[src/rtl/uart_cmd_rx.sv]
// 8N1 UART receiver that assembles two-byte command frames (operand byte, then opcode byte)
// and presents them through a valid/ready handshake, flagging framing, protocol and overrun errors.
module uart_cmd_rx #(
    parameter int CLKS_PER_BIT = 104,
    parameter int TIMEOUT_BITS = 20
) (
    input  logic       clock,
    input  logic       reset_n,
    input  logic       rx,
    output logic [7:0] operands,
    output logic [2:0] opcode,
    output logic       cmd_valid,
    input  logic       cmd_ready,
    output logic       rx_busy,
    output logic       frame_err,
    output logic       cmd_err,
    output logic       overrun
);

    localparam int CNT_W    = $clog2(CLKS_PER_BIT);
    localparam int TO_LIMIT = TIMEOUT_BITS * CLKS_PER_BIT;
    localparam int TO_W     = $clog2(TO_LIMIT);

    localparam logic [CNT_W-1:0] LAST_TICK = CNT_W'(CLKS_PER_BIT - 1);
    localparam logic [CNT_W-1:0] HALF_TICK = CNT_W'(CLKS_PER_BIT / 2 - 1);
    localparam logic [TO_W-1:0]  TO_LAST   = TO_W'(TO_LIMIT - 1);

    typedef enum logic [2:0] {
        RX_IDLE,
        RX_START,
        RX_DATA,
        RX_STOP,
        RX_WAIT_HIGH
    } rx_state_e;

    typedef enum logic {
        ASM_EMPTY,
        ASM_HAVE_OPS
    } asm_state_e;

    logic             rx_meta_q;
    logic             rx_s_q;
    rx_state_e        rx_state_q;
    logic [CNT_W-1:0] clk_cnt_q;
    logic [2:0]       bit_cnt_q;
    logic [7:0]       shreg_q;
    logic             frame_err_q;

    asm_state_e       asm_state_q;
    logic [7:0]       ops_hold_q;
    logic [TO_W-1:0]  to_cnt_q;
    logic             cmd_err_q;

    logic [7:0]       operands_q, operands_d;
    logic [2:0]       opcode_q, opcode_d;
    logic             cmd_valid_q, cmd_valid_d;
    logic             overrun_q, overrun_d;

    logic             bit_tick;
    logic             byte_done;
    logic             stop_bad;
    logic             bad_opcode;
    logic             timeout;
    logic             emit;

    assign bit_tick   = (clk_cnt_q == LAST_TICK);
    assign byte_done  = (rx_state_q == RX_STOP) && bit_tick && rx_s_q;
    assign stop_bad   = (rx_state_q == RX_STOP) && bit_tick && !rx_s_q;
    assign bad_opcode = |shreg_q[7:3];
    assign timeout    = (asm_state_q == ASM_HAVE_OPS) && (rx_state_q == RX_IDLE)
                        && (to_cnt_q == TO_LAST);
    assign emit       = (asm_state_q == ASM_HAVE_OPS) && byte_done && !bad_opcode;

    // Two-flop synchroniser; idles high so reset never looks like a start bit.
    always_ff @(posedge clock) begin
        if (!reset_n) begin
            rx_meta_q <= 1'b1;
            rx_s_q    <= 1'b1;
        end else begin
            rx_meta_q <= rx;
            rx_s_q    <= rx_meta_q;
        end
    end

    always_ff @(posedge clock) begin
        if (!reset_n) begin
            rx_state_q  <= RX_IDLE;
            clk_cnt_q   <= '0;
            bit_cnt_q   <= '0;
            shreg_q     <= '0;
            frame_err_q <= 1'b0;
        end else begin
            frame_err_q <= stop_bad;
            case (rx_state_q)
                RX_IDLE: begin
                    clk_cnt_q <= '0;
                    bit_cnt_q <= '0;
                    if (!rx_s_q) begin
                        rx_state_q <= RX_START;
                    end
                end
                RX_START: begin
                    if (clk_cnt_q == HALF_TICK) begin
                        clk_cnt_q  <= '0;
                        rx_state_q <= rx_s_q ? RX_IDLE : RX_DATA;
                    end else begin
                        clk_cnt_q <= clk_cnt_q + 1'b1;
                    end
                end
                RX_DATA: begin
                    if (bit_tick) begin
                        clk_cnt_q <= '0;
                        shreg_q   <= {rx_s_q, shreg_q[7:1]};
                        if (bit_cnt_q == 3'd7) begin
                            rx_state_q <= RX_STOP;
                        end else begin
                            bit_cnt_q <= bit_cnt_q + 1'b1;
                        end
                    end else begin
                        clk_cnt_q <= clk_cnt_q + 1'b1;
                    end
                end
                RX_STOP: begin
                    if (bit_tick) begin
                        clk_cnt_q  <= '0;
                        rx_state_q <= rx_s_q ? RX_IDLE : RX_WAIT_HIGH;
                    end else begin
                        clk_cnt_q <= clk_cnt_q + 1'b1;
                    end
                end
                RX_WAIT_HIGH: begin
                    if (rx_s_q) begin
                        rx_state_q <= RX_IDLE;
                    end
                end
                default: rx_state_q <= RX_IDLE;
            endcase
        end
    end

    // Frame assembler: holds the operand byte and watches the inter-byte gap.
    always_ff @(posedge clock) begin
        if (!reset_n) begin
            asm_state_q <= ASM_EMPTY;
            ops_hold_q  <= '0;
            to_cnt_q    <= '0;
            cmd_err_q   <= 1'b0;
        end else begin
            cmd_err_q <= 1'b0;
            if (stop_bad) begin
                asm_state_q <= ASM_EMPTY;
            end else begin
                case (asm_state_q)
                    ASM_EMPTY: begin
                        if (byte_done) begin
                            ops_hold_q  <= shreg_q;
                            to_cnt_q    <= '0;
                            asm_state_q <= ASM_HAVE_OPS;
                        end
                    end
                    ASM_HAVE_OPS: begin
                        if (byte_done) begin
                            cmd_err_q   <= bad_opcode;
                            asm_state_q <= ASM_EMPTY;
                        end else if (timeout) begin
                            cmd_err_q   <= 1'b1;
                            asm_state_q <= ASM_EMPTY;
                        end else if (rx_state_q == RX_IDLE) begin
                            to_cnt_q <= to_cnt_q + 1'b1;
                        end
                    end
                    default: asm_state_q <= ASM_EMPTY;
                endcase
            end
        end
    end

    // A command accepted this cycle frees the slot for a simultaneous emit.
    always_comb begin
        operands_d  = operands_q;
        opcode_d    = opcode_q;
        cmd_valid_d = cmd_valid_q;
        overrun_d   = 1'b0;
        if (cmd_valid_q && cmd_ready) begin
            cmd_valid_d = 1'b0;
        end
        if (emit) begin
            if (!cmd_valid_q || cmd_ready) begin
                operands_d  = ops_hold_q;
                opcode_d    = shreg_q[2:0];
                cmd_valid_d = 1'b1;
            end else begin
                overrun_d = 1'b1;
            end
        end
    end

    always_ff @(posedge clock) begin
        if (!reset_n) begin
            operands_q  <= '0;
            opcode_q    <= '0;
            cmd_valid_q <= 1'b0;
            overrun_q   <= 1'b0;
        end else begin
            operands_q  <= operands_d;
            opcode_q    <= opcode_d;
            cmd_valid_q <= cmd_valid_d;
            overrun_q   <= overrun_d;
        end
    end

    assign operands  = operands_q;
    assign opcode    = opcode_q;
    assign cmd_valid = cmd_valid_q;
    assign rx_busy   = (rx_state_q != RX_IDLE);
    assign frame_err = frame_err_q;
    assign cmd_err   = cmd_err_q;
    assign overrun   = overrun_q;

endmodule

[config.mk]
export PLATFORM = sky130hd
export DESIGN_NAME = uart_cmd_rx
export DESIGN_NICKNAME = d
export VERILOG_FILES = /design/src/rtl/uart_cmd_rx.sv
export SDC_FILE = /design/constraint.sdc
export NUM_CORES = 1
export LEC_CHECK = 0
export CELL_PAD_IN_SITES_DETAIL_PLACEMENT = 1
export CELL_PAD_IN_SITES_GLOBAL_PLACEMENT = 1
export CORE_UTILIZATION = 47
export CTS_BUF_LIST = sky130_fd_sc_hd__clkbuf_8
export CTS_CLUSTER_SIZE = 8
export DETAILED_ROUTE_END_ITERATION = 16
export PLACE_DENSITY_LB_ADDON = 0.1
export SYNTH_ARGS = -nofsm -noshare
export SYNTH_HDL_FRONTEND = slang
export SYNTH_SLANG_ARGS = --single-unit
export TNS_END_PERCENT = 50
[constraint.sdc]
create_clock -name clock -period 2.4 [get_ports clock]
set_input_delay 0.72 -clock clock [delete_from_list [all_inputs] [get_ports clock]]
set_output_delay 0.72 -clock clock [all_outputs]
set_load 0.01 [all_outputs]
* Word level (Yosys, flattened, before mapping) *
Cells that the tools add are included.

word-level totals
  word-level logic and storage cells = 97
  register bits = 59
  bits of input ports = 4

cells by class
  add/subtract/negate cells = 3
  reductions and logical operators = 27
  equality and inequality tests = 19
  bitwise operators = 3
  muxes and demuxes = 30

operators by type and width
  kind                   count
  $mux 12                4
  $mux 3                 9
  $pmux 12 s2            1
  $pmux 7 s3             1
  $ne 2x2->1 const B     10
  $pmux 3 s5             1
  $mux 7                 2
  $add 12x1->12 const B  1
  $eq 12x12->1 const B   1
  $mux 1                 9
  $logic_and 1x1->1      8
  $add 7x1->7 const B    1
  $eq 7x6->1 const B     1
  $eq 7x7->1 const B     1
  $eq 3x2->1 const B     2
  $eq 3x3->1 const B     2
  $pmux 3 s2             1
  $reduce_and 2->1       3
  $reduce_and 3->1       2
  $reduce_and 6->1       1
  $reduce_bool 3->1      2
  $reduce_and 5->1       1
  $reduce_or 5->1        1
  $reduce_or 2->1        2
  11 further kinds       15

* Logic depth before layout (Yosys ltp) *
Gate-level depths: netlist (run 1).

  depth after elaboration = 6
  gate-level depth with buffers = 7

* Least setup slack after synthesis (run 1) *
No wires, ideal clock.

  kind = reg-to-reg
  start = register clk_cnt_q[0]
  end = register operands_q[1] (netlist: operands[1])
  clock period less this slack = 1.728 ns
  setup time = 0.132 ns
  arrival = 1.595 ns
  required time = 2.268 ns
  stages on the path, launching flop included = 8
  slack = 0.672 ns
  path through = dfxtp_1 -> ha_1 -> nand3_1 -> or3_1 -> buf_6 -> buf_12 -> o31ai_2 -> a21oi_1

between the ends
  longest elaborated chain between the ends = 6

ends and longest elaborated chain
  what                               RTL line  RTL
  start, declared                    44        logic [CNT_W-1:0] clk_cnt_q;
  start signal, assigned             107       clk_cnt_q <= clk_cnt_q + 1'b1;
  start signal, assigned             120       clk_cnt_q <= clk_cnt_q + 1'b1;
  start signal, assigned             128       clk_cnt_q <= clk_cnt_q + 1'b1;
  $eq 7x7->1                         66        assign bit_tick = (clk_cnt_q == LAST_TICK);
  $logic_and 1x1->1 (2 in series)    67        assign byte_done = (rx_state_q == RX_STOP) && bit_tick && rx_s_q;
  $logic_and 1x1->1 (2 in series)    72        assign emit = (asm_state_q == ASM_HAVE_OPS) && byte_done && !bad_opcode;
  $reduce_and 2->1 (no source line)  n/a
  end signal, assigned               205       operands_q <= operands_d;
  end, declared                      54        logic [7:0] operands_q, operands_d;

Every way passes these cells.
A chain may end at the register's enable or synchronous reset.

* Final worst setup path (run 1) *
  start = register rx_state_q[0]
  end = output rx_busy

between the ends
  longest elaborated chain between the ends = 1

ends and longest elaborated chain
  what                    RTL line  RTL
  start, declared         43        rx_state_e rx_state_q;
  start signal, assigned  105       rx_state_q <= rx_s_q ? RX_IDLE : RX_DATA;
  start signal, assigned  126       rx_state_q <= rx_s_q ? RX_IDLE : RX_WAIT_HIGH;
  $reduce_bool 3->1       215       assign rx_busy = (rx_state_q != RX_IDLE);
  end, declared           14        output logic rx_busy,

Every way passes these cells.

==> results of run 1 <==
## routing by layer
metal,track usage (%),up-vias,routed length [um]
met5,0,-,0
met4,12.4,0,127
met3,4.00,11,184
met2,40.9,45,3500
met1,31.7,1212,3410
li1,-,1199,-
## area by class of cell
class	instances	area (um^2)
Fill cell	662	2360
Multi-Input combinational cell	222	1520
Sequential cell	59	1180
Timing Repair Buffer	31	280
Clock buffer	12	165
Tap cell	72	90.1
Clock inverter	4	47.5
Inverter	8	30.0
## power breakdown
group / total (mW) / switching [mW] / internal [mW] / leakage, nW
Sequential: 0.984 / 0.00340 / 0.981 / 0.476
Combinational: 0.0392 / 0.0249 / 0.0144 / 0.504
Clock: 0.970 / 0.409 / 0.561 / 0.108
Total: 1.99 / 0.437 / 1.56 / 1.09
## sequential cells by signal, summed over array words and instances (netlist names)
| register | flops |
|---|---|
| clk_cnt_q | 7 |
| to_cnt_q | 12 |
| cmd_valid | 1 |
| bit_cnt_q | 3 |
| cmd_err | 1 |
| rx_s_q | 1 |
| rx_state_q | 3 |
| asm_state_q | 1 |
| overrun | 1 |
| frame_err | 1 |
| opcode | 3 |
| operands | 8 |
| ops_hold_q | 8 |
| shreg_q | 8 |
| rx_meta_q | 1 |
## logic make-up (layout without fill, tap and decap cells)
kind of cell | after synthesis | count (layout)
compound gates | 69 | 69
buf+inv | 29 | 55
simple gates | 125 | 125
fa+ha+maj | 4 | 4
flops | 59 | 59
mux | 19 | 19
xor+xnor | 5 | 5
## path summary, 6_finish.rpt
| check | to | slack, ps | cells past startpoint |
|---|---|---|---|
| max | rx_busy | 100 | 3 |
| min | rx_s_q$_SDFF_PN1_ | 410 | 1 |
| max reg2reg | opcode[0]$_SDFFE_PN0P_ | 210 | 5 |
| min reg2reg | rx_s_q$_SDFF_PN1_ | 410 | 1 |
## cells in the final DEF (no fill, tap or decap), types with 3 or more instances in the layout
master	synthesis	routed
nor4b_1	4	3
dfxtp_1	59	58
buf_4	2	12
nand4_1	18	18
nand2_1	18	18
a21oi_1	22	22
nand3_1	17	17
inv_1	7	7
clkbuf_8	0	12
ha_1	4	4
clkdlybuf4s50_1	0	19
mux2i_1	19	19
nor2_1	32	32
o211ai_1	4	4
o21ai_0	5	5
nor2b_1	3	3
nor3_1	5	5
o31ai_1	7	7
o31ai_2	6	6
nand2b_1	5	5
or3_1	3	3
xor2_1	3	3
## repair_timing
item	4_1_cts	5_1_grt
buffers inserted	0	0
resized for setup	0	1
setup endpoints to repair	0	1
endpoints found under the hold margin	0	0
==> results_dict.tcl, run 1 <==
set metrics [dict create \
    status "finished clean" \
    cts_tree "done" \
    reg2reg_from "clk_cnt_q[0]$_SDFFE_PN0P_" \
    fin_hold_ws_ps 411 \
    slew_violations 0 \
    ys_seq_area_share_pct 41.6 \
    dieHeight_um 79.7 \
    criticalPathCategory "reg -> out" \
    cp_num_buf_inv 2 \
    synth-xor-area-share_pct 1.54 \
    cts_root_buf "clkbuf_8" \
    endpoint_kind "output pin" \
    dp_hpwl_mm 5.06 \
    diodes 0 \
    design_area_um2 3320 \
    yosysMostFrequentCell "dfxtp_1" \
    synth_cells 310 \
    io_buffer_count 19 \
    period_needed_ps 2300 \
    clk_pin_slew_worst_paths_ps 70 \
    synth_compound_area_share_pct 18.3 \
    cp.arrival_ps 1580 \
    coreArea_um2 5680 \
    max_clock_freq_ghz 0.436 \
    antenna_found_initial 0 \
    synth_top_family_by_area "simple AND/OR/NAND/NOR gates" \
    drive_gt1_share_pct 13.1 \
    yosysWarnings 0 \
    vias 2467 \
    clock_tree.buffer_depth 2 \
    yosys.area.top_type_share_pct 41.6 \
    fin_crit_sh_pct 95.6 \
    cts.sinks 59 \
    die_w_um 79.7 \
    cts_hold_buf 0 \
    syn_area_um2 2840 \
    ys_top_cells_by_count "dfxtp_1 (59), nor2_1 (32), a21oi_1 (22)" \
    setup.worst_path.start "rx_state_q[0]$_SDFFE_PN0P_" \
    crit_slowest_cell "dfxtp_1" \
    grt_overflow_total 0 \
    area_growth_pct 16.8 \
    synthArstFlopShare_pct 0 \
    synthFlopType "dfxtp_1" \
    drv_cap 0 \
    power.total_mw 1.99 \
    cts-htree-levels 3 \
    synth_edf_count 0 \
    synth_top_cell_by_area "dfxtp_1" \
    clkLatencyLatePin_ps 340 \
    wl_mm 7.22 \
    path_cells "nor3_4, inv_1, clkdlybuf4s50_1" \
    fp-row-count 27 \
    nets 339 \
    ant_nets 0 \
    worst-slew-pin-transition_ps 1100 \
    worst_ep_required_time_ps 1680 \
    setup_slack_ps 105 \
    pin_count 20 \
    tns_ps 0 \
    dpl-instance-area_um2 3100 \
    dp.cells 392 \
    first_iter_violations 69 \
    grt_max_degree 35 \
    pre_cts_slack_ps -177 \
    grtUsageTotal_pct 25.0 \
    final_cell_count_no_fill 408 \
    synthDistinctLibCells 59 \
    place_congestion 0.821 \
    muxShareOfSynthArea_pct 6.70 \
    rsz0062_at_grt "false" \
    finalSetupViolCount 0 \
    drcViolationCount 0 \
    via_per_inst 6.05 \
    critical-path-max-stage-delay_ps 550 \
    first_pass_iters 4 \
    cts-buffers-inserted 9 \
    synthAdderAreaFrac_pct 1.76 \
    dieArea_um2 6350 \
    avgRoutedWirePerCell_um 17.7 \
    synthSimpleGateAreaFrac_pct 24.9 \
    crit_family "buffers and inverters" \
    final_hold_viol_count 0 \
    avgSynthCellArea_um2 9.15 \
    ys_seq_elements 59 \
    final_util_pct 58.4 \
    worstHoldStart "rx_meta_q$_SDFF_PN1_" \
    path_max_fanout 9 \
    grt_pass1_wl_mm 12.0 \
    max_slew_margin_pct 26.3 \
    grt_pass1_vias 2407 \
    hp-class "reg -> reg" \
    initial_utilization_pct 50.0 \
    skew_ps 10.3 \
    synth.area.top_cells "dfxtp_1 (42%), mux2i_1 (6.7%), nor2_1 (4.2%)" \
    synth_fp_nets 318 \
    leakage_nw 1.09 \
    irDropWorstVdd_mv 0.323 \
    power_density_nw_per_um2 601 \
    start_kind "flop" \
]
Note: power is estimated with default switching activity, not from simulation.
==> run 2: changes to the inputs <==
Settings changed: CORE_UTILIZATION 47 to 50.
Clock period 2.4 ns to 3 ns, I/O delays scaled along.
==> results_dict.tcl, run 2 (synthesis results as in run 1) <==
set metrics [dict create \
    initial_utilization_pct 51.9 \
    finalSetupViolCount 0 \
    drive_gt1_share_pct 11.5 \
    grt_util_met1_pct 32.9 \
    final_util_pct 59.3 \
    slew_violations 0 \
    rsz0062_at_grt "false" \
    top_usage_layer "met2" \
    max_clock_freq_ghz 0.369 \
    power.total_mw 1.45 \
    final_cell_mix "dfxtp_1 (59), nor2_1 (32), a21oi_1 (22), mux2i_1 (19), clkdlybuf4s50_1 (19)" \
    clk_pin_slew_worst_paths_ps 60 \
    wl_mm 7.19 \
    period_needed_ps 2710 \
    max_slew_margin_pct 27.4 \
    via_per_inst 6.14 \
    worst_ep_required_time_ps 2100 \
    layout.cells.most_common "dfxtp_1" \
    grtUsageTotal_pct 26.2 \
    avgRoutedWirePerCell_um 17.8 \
    cp.arrival_ps 1810 \
    grt_max_degree 35 \
    irDropWorstVdd_mv 0.244 \
    cts-htree-levels 3 \
    nets 336 \
    cts_tree "done" \
    path_max_fanout 11 \
    final_hold_viol_count 0 \
    fin_hold_ws_ps 414 \
    worst-slew-pin-transition_ps 1090 \
    dp_hpwl_mm 4.93 \
    start_kind "flop" \
    globalRouteMet3Util_pct 3.88 \
    vias 2476 \
    cts-buffers-inserted 9 \
    first_pass_iters 4 \
    clock_tree.buffer_depth 2 \
    endpoint_kind "output pin" \
    tns_ps 0 \
    pre_cts_slack_ps 348 \
    area_growth_pct 14.4 \
    design_area_um2 3250 \
    first_iter_violations 75 \
    coreArea_um2 5470 \
    fp-row-count 27 \
    place_congestion 0.780 \
    diodes 0 \
    ant_nets 0 \
    die_w_um 77.3 \
    path_cells "nor3_4, inv_1, clkdlybuf4s50_1" \
    met2_usage_pct 44.2 \
    grt_pass1_vias 2451 \
    status "finished clean" \
    setup_slack_ps 288 \
    crit_slowest_cell "clkdlybuf4s50_1" \
    clkLatencyLatePin_ps 340 \
    cts_root_buf "clkbuf_8" \
    leakage_nw 1.06 \
    power_density_nw_per_um2 447 \
    antenna_found_initial 0 \
    io_buffer_count 19 \
    critical-path-max-stage-delay_ps 520 \
    hp-class "reg -> reg" \
    skew_ps 4.19 \
    dieHeight_um 77.3 \
    cts_hold_buf 0 \
    fin_crit_sh_pct 90.4 \
    cts.sinks 59 \
    drv_cap 0 \
    grt_overflow_total 0 \
    dieArea_um2 5980 \
    criticalPathCategory "reg -> out" \
    final_cell_count_no_fill 403 \
    cts_setup_buffers 0 \
    largest_reg_flops 12 \
    dpl-instance-area_um2 3080 \
    drcViolationCount 0 \
    dp.cells 389 \
    top_register "to_cnt_q" \
    cts_resized 0 \
    grt_pass1_wl_mm 12.2 \
    pin_count 20 \
]
[run 2: power breakdown]
part	total [mW]	internal (mW)	switching, mW
Combinational	0.0299	0.0106	0.0193
Sequential	0.788	0.785	0.00270
Clock	0.632	0.331	0.301
Total	1.45	1.13	0.323
[run 2: final timing paths]
path,from,slack (ps),cells past startpoint,end
setup reg to reg,clk_cnt_q[0]$_SDFFE_PN0P_,830,5,opcode[1]$_SDFFE_PN0P_
hold / removal,rx_meta_q$_SDFF_PN1_,410,1,rx_s_q$_SDFF_PN1_
hold reg to reg,rx_meta_q$_SDFF_PN1_,410,1,rx_s_q$_SDFF_PN1_
setup / recovery,rx_state_q[1]$_SDFFE_PN0P_,290,3,rx_busy
[run 2: cell type report]
cell class                      instances  area (um^2)
Inverter                                8         30.0
Clock buffer                           11          151
Multi-Input combinational cell        222         1520
Timing Repair Buffer                   28          258
Tap cell                               72         90.1
Clock inverter                          3         15.0
Sequential cell                        59         1180
Fill cell                             638         2230
[run 2: layer usage]
metal	part of all wire [%]	vias up
li1	-	1194
met1	47	1226
met2	49	45
met3	1.9	11
met4	1.9	0
met5	0	-
[run 2: worst max-delay path, delay by kind of cell (launching register included)]
kind / cells / cell delay, ps
simple gates: 1 / 330
flops: 1 / 430
buf+inv: 2 / 720
